[src/rtl/sender_crc16.sv]
// Bit-serial CRC-16 encoder: emits {message, crc} as a one-cycle strobe MSG_W+1 clocks after accept.
// Backpressure only on input (in_ready low while busy); output has no backpressure and holds until next result.
module sender_crc16 #(
   parameter int               MSG_W    = 23,
   parameter int               CRC_W    = 16,
   parameter logic [CRC_W-1:0] POLY     = 16'h8005,
   parameter logic [CRC_W-1:0] CRC_INIT = 16'h0000
) (
   input  logic                   clk,
   input  logic                   rst_n,
   input  logic                   in_valid,
   output logic                   in_ready,
   input  logic [MSG_W-1:0]       message,
   output logic                   out_valid,
   output logic [MSG_W+CRC_W-1:0] encoded_message
);

   localparam int CNT_W = $clog2(MSG_W);

   typedef enum logic [1:0] {IDLE, SHIFT, DONE} state_t;

   state_t             r_state;
   state_t             w_next_state;
   logic [MSG_W-1:0]   r_msg;
   logic [MSG_W-1:0]   r_shift;
   logic [CRC_W-1:0]   r_crc;
   logic [CRC_W-1:0]   w_crc_nxt;
   logic [CNT_W-1:0]   r_cnt;
   logic               w_fb;
   logic               w_last_bit;

   assign in_ready   = (r_state == IDLE);
   assign w_last_bit = (r_cnt == CNT_W'(MSG_W - 1));

   // Non-reflected LFSR step: feedback is the outgoing message bit against the CRC MSB.
   assign w_fb      = r_shift[MSG_W-1] ^ r_crc[CRC_W-1];
   assign w_crc_nxt = {r_crc[CRC_W-2:0], 1'b0} ^ (w_fb ? POLY : '0);

   always_ff @(posedge clk or negedge rst_n) begin
      if (!rst_n) begin
         r_state <= IDLE;
      end else begin
         r_state <= w_next_state;
      end
   end

   always_comb begin
      w_next_state = r_state;
      unique case (r_state)
         IDLE:    if (in_valid) w_next_state = SHIFT;
         SHIFT:   if (w_last_bit) w_next_state = DONE;
         DONE:    w_next_state = IDLE;
         default: w_next_state = IDLE;
      endcase
   end

   always_ff @(posedge clk or negedge rst_n) begin
      if (!rst_n) begin
         r_msg           <= '0;
         r_shift         <= '0;
         r_crc           <= CRC_INIT;
         r_cnt           <= '0;
         out_valid       <= 1'b0;
         encoded_message <= '0;
      end else begin
         out_valid <= 1'b0;
         unique case (r_state)
            IDLE: begin
               if (in_valid) begin
                  r_msg   <= message;
                  r_shift <= message;
                  r_crc   <= CRC_INIT;
                  r_cnt   <= '0;
               end
            end
            SHIFT: begin
               r_crc   <= w_crc_nxt;
               r_shift <= {r_shift[MSG_W-2:0], 1'b0};
               r_cnt   <= r_cnt + CNT_W'(1);
            end
            DONE: begin
               encoded_message <= {r_msg, r_crc};
               out_valid       <= 1'b1;
            end
            default: ;
         endcase
      end
   end

endmodule

[config.mk]
export PLATFORM = sky130hd
export DESIGN_NAME = sender_crc16
export DESIGN_NICKNAME = d
export VERILOG_FILES = /design/src/rtl/sender_crc16.sv
export SDC_FILE = /design/constraint.sdc
export NUM_CORES = 1
export LEC_CHECK = 0
export ABC_AREA = 0
export CAP_MARGIN = 20
export CORE_MARGIN = 4
export CORE_UTILIZATION = 36
export DETAILED_ROUTE_END_ITERATION = 10
export GPL_ROUTABILITY_DRIVEN = 0
export PLACE_DENSITY_LB_ADDON = 0.05
export SYNTH_ARGS = -nofsm -noshare
export SYNTH_HDL_FRONTEND = slang
export SYNTH_SLANG_ARGS = --single-unit
[constraint.sdc]
create_clock -name clk -period 1.9 [get_ports clk]
set_clock_uncertainty 0.1 [all_clocks]
set_input_delay 0.475 -clock clk [delete_from_list [all_inputs] [get_ports clk]]
set_output_delay 0.475 -clock clk [all_outputs]
set_load 0.005 [all_outputs]
==> flow_summary_export.csv <==
group,metric,value,unit
layout,n_antenna_cell,0,
placed_design,hpwl,6.01,mm
layout,instances_no_fill,603,
layout,final_area,5760,um^2
logic_synthesis,synthCells,357,
placed_design,io_buffers,66,
cts,htreeDepth,3,
global_routing,grt_pass1_vias,2989,
cts,clockBufferDepth,2,
timing,rsz0062_at_grt,"yes",
setup_path,start_kind,"input port",
cts,cts_tree,"built",
detailed_routing,drc,0,
die,io_pins,67,
detailed_routing,postRouteAntennaNets,0,
power_and_ir_drop,combPwrFrac,30.7,%
placed_design,dpl-instance-area,5460,um^2
placed_design,dp.cells,586,
logic_synthesis,ys_warn_count,0,
global_routing,grt_util_all_layers,13.6,%
detailed_routing,vias,2935,
setup_path,end_kind,"flip-flop",
hold_path,whs_path_depth,2,
detailed_routing,routed_wl,9.08,mm
layout,syn_to_final_growth,28.0,%
die,coreArea,12100,um^2
logic_synthesis,synth-edff-count,0,
global_routing,grt_start_max_net_pins,37,
global_routing,grt_first_pass_wirelength,15.5,mm
timing,timing.final.crit_share,99.8,%
logic_synthesis,ys_seq_elements,109,
global_routing,busiest_layer,"met2",
setup_path,required,2.03,ns
setup_path,worst-r2r-setup-slack,0.10,ns
timing,fmax,0.528,GHz
logic_synthesis,synthesis.nets,385,
power_and_ir_drop,leakagePower,2.64,nW
die,start_util,37.1,%
power_and_ir_drop,p_seq_share,47.3,%
hold_path,hold_path_class,"flip-flop to flip-flop",
global_routing,grtUsageMet1,18.2,%
setup_path,cp_data_arrival_time,2.02,ns
cts,cts.clk_slew.worst_paths,0.06,ns
setup_path,r2r_end,"r_msg[21]$_DFFE_PN0P_",
die,die_area,14300,um^2
power_and_ir_drop,p_per_area,1410,nW/um^2
power_and_ir_drop,internal_power,5.75,mW
logic_synthesis,yosysUniqueCellTypes,27,
setup_path,crit_type,"input port to flip-flop",
power_and_ir_drop,clkPwrFrac,22.0,%
layout,finalNetCount,459,
detailed_routing,firstDrtPassIters,4,
cts,cts-root-buf,"clkbuf_16",
detailed_routing,detail_route.vias_per_cell,4.87,
global_routing,grt_use_met2,21.4,%
power_and_ir_drop,power_switching,2.34,mW
timing,setup_viol,0,
layout,layout-drive-gt1-share,23.2,%
power_and_ir_drop,p_sw_share,28.9,%
die,die_width,120,um
hold_path,hold_start,"r_shift[0]$_DFFE_PN0P_",
logic_synthesis,async_reset_ff_share,100,%
die,fp.dieH,120,um
cts,insertion_delay,0.34,ns
logic_synthesis,netlist_area,4500,um^2
timing,relSlewSlack,74.0,%
outcome,status,"complete, no violations",
timing,finalHoldViolations,0,
timing,fin_crit,1.90,ns
timing,worstMarginPinSlew,0.390,ns
cts,cts_buffers,9,
logic_synthesis,synth_area_per_cell,12.6,um^2
cts,cts_sinks,109,
timing,drv_slew,0,
logic_synthesis,seq_area_frac_synth,60.6,%
job,drv_cap,0,
power_and_ir_drop,peakVddDrop,0.675,mV
setup_path,path_max_fanout,15,
detailed_routing,initialDrtViolationCount,152,
global_routing,met3_usage,4.48,%
die,std_cell_rows,40,
detailed_routing,wl_per_cell,15.0,um
setup_path,rr_worst_depth,4,
setup_path,r2r-start,"r_state[0]$_DFFE_PN0P_",
logic_synthesis,ys.flop_type,"dfrtp_1",
global_routing,antenna_found_initial,0,
hold_path,whs_endpoint,"r_shift[0]$_DFFE_PN0P_",
global_routing,grt_overflow,0,
timing,fin_setup_tns,0,ns
synth_stat cells (2+ instances only):
cell type | number | share of area [%]
buf_6 | 3 | 0.75
mux2i_1 | 3 | 0.67
and2b_1 | 2 | 0.33
buf_2 | 7 | 0.78
a21oi_1 | 12 | 1.3
a22oi_1 | 22 | 3.7
xnor2_1 | 2 | 0.39
nand3_1 | 18 | 2.0
mux2_4 | 18 | 6.0
clkbuf_1 | 12 | 1.0
o21ai_0 | 27 | 3.0
inv_1 | 3 | 0.25
buf_1 | 2 | 0.17
nor2_1 | 2 | 0.17
nand4_1 | 2 | 0.28
ha_1 | 2 | 0.56
nand2_1 | 46 | 3.8
nor2b_1 | 13 | 1.8
dfrtp_1 | 109 | 61
mux2_2 | 43 | 11
nand2b_1 | 3 | 0.42
what timing repair did:
item / in CTS / in global routing
resized for setup: 2 / 1
endpoints found under the setup margin: 1 / 15
setup buffers: 1 / 0
endpoints found under the hold margin: 22 / 0
hold buffers: 1 / 0
pin swaps: 1 / 0
kinds of logic (layout without fill, tap and decap cells):
kind of cell / after synthesis / count (layout) / synth area share, %
DFF: 109 / 109 / 60.6
buffers and inverters: 27 / 105 / 2.95
muxes: 64 / 64 / 17.4
xor gates and xnor gates: 3 / 3 / 0.584
and+or+nand+nor: 89 / 89 / 9.46
adders and majority gates: 2 / 2 / 0.556
AOI/OAI and AO/OA: 63 / 63 / 8.37
area by class of cell:
type / count / area, um^2
Tap cell: 168 / 210
Fill cell: 1173 / 6360
Multi-Input combinational cell: 221 / 1650
Inverter: 3 / 11.3
Sequential cell: 109 / 2730
Timing Repair Buffer: 87 / 880
Clock inverter: 1 / 5.00
Clock buffer: 14 / 274
critical path: stages:
cell and delay (ns):
clkdlybuf4s50_1 0.50, or3b_2 0.50, buf_4 0.23, mux2_4 0.30
cells in the final DEF (no fill, tap or decap), types with 2 or more instances in the layout:
cell type,n
buf_4,16
mux2_4,18
nand2b_2,2
ha_1,2
and2b_1,2
inv_1,3
dfrtp_1,109
a22oi_1,22
xnor2_1,2
buf_12,5
nand4_1,2
nor2b_1,12
a21oi_1,12
mux2i_1,3
nand3_1,18
clkdlybuf4s50_1,64
mux2_2,43
clkbuf_1,2
clkbuf_16,9
clkbuf_8,3
o21ai_0,27
nand2_1,46
how the worst max path moves through the flow:
stage / cells past startpoint / start / end
2_1_floorplan: 4 / in_valid / r_msg[10]$_DFFE_PN0P_
3_5_place_dp: 4 / in_valid / r_msg[21]$_DFFE_PN0P_
4_1_cts: 4 / in_valid / r_msg[19]$_DFFE_PN0P_
6_report: 4 / in_valid / r_msg[21]$_DFFE_PN0P_
5_1_grt: 4 / in_valid / r_msg[20]$_DFFE_PN0P_
3_3_place_gp: 4 / in_valid / r_msg[19]$_DFFE_PN0P_
power groups by stage:
stage          combinational, mW  clock (mW)  sequential, mW
2_1_floorplan               1.54           0            3.73
3_3_place_gp                2.45           0            3.86
3_5_place_dp                2.51           0            3.87
4_1_cts                     2.53        1.87            3.83
5_1_grt                     2.77        1.95            3.96
6_report                    2.49        1.78            3.82
registers in the layout (all words and copies together), names as in the netlist:
name             count
encoded_message     39
out_valid            1
r_cnt                5
r_crc               16
r_msg               23
r_shift             23
r_state              2
metrics by stage:
step	power (mW)	utilization (%)	setup WS [ns]	hold WS (ns)
after floorplan	5.26	-	0.285	0.0794
after global placement	6.31	45.0	-0.354	0.328
after detailed placement	6.37	45.0	-0.365	0.327
after CTS	8.23	47.5	0.0139	0.387
after global routing	8.68	47.5	-0.00562	0.397
final	8.09	47.5	0.00431	0.381
routing by layer:
metal / routed length (um) / part of all wire, %
met2: 4240 / 47
met5: 0 / 0
met1: 4380 / 48
met4: 98 / 1.1
met3: 356 / 3.9
Power figures use the tool's default switching activity.
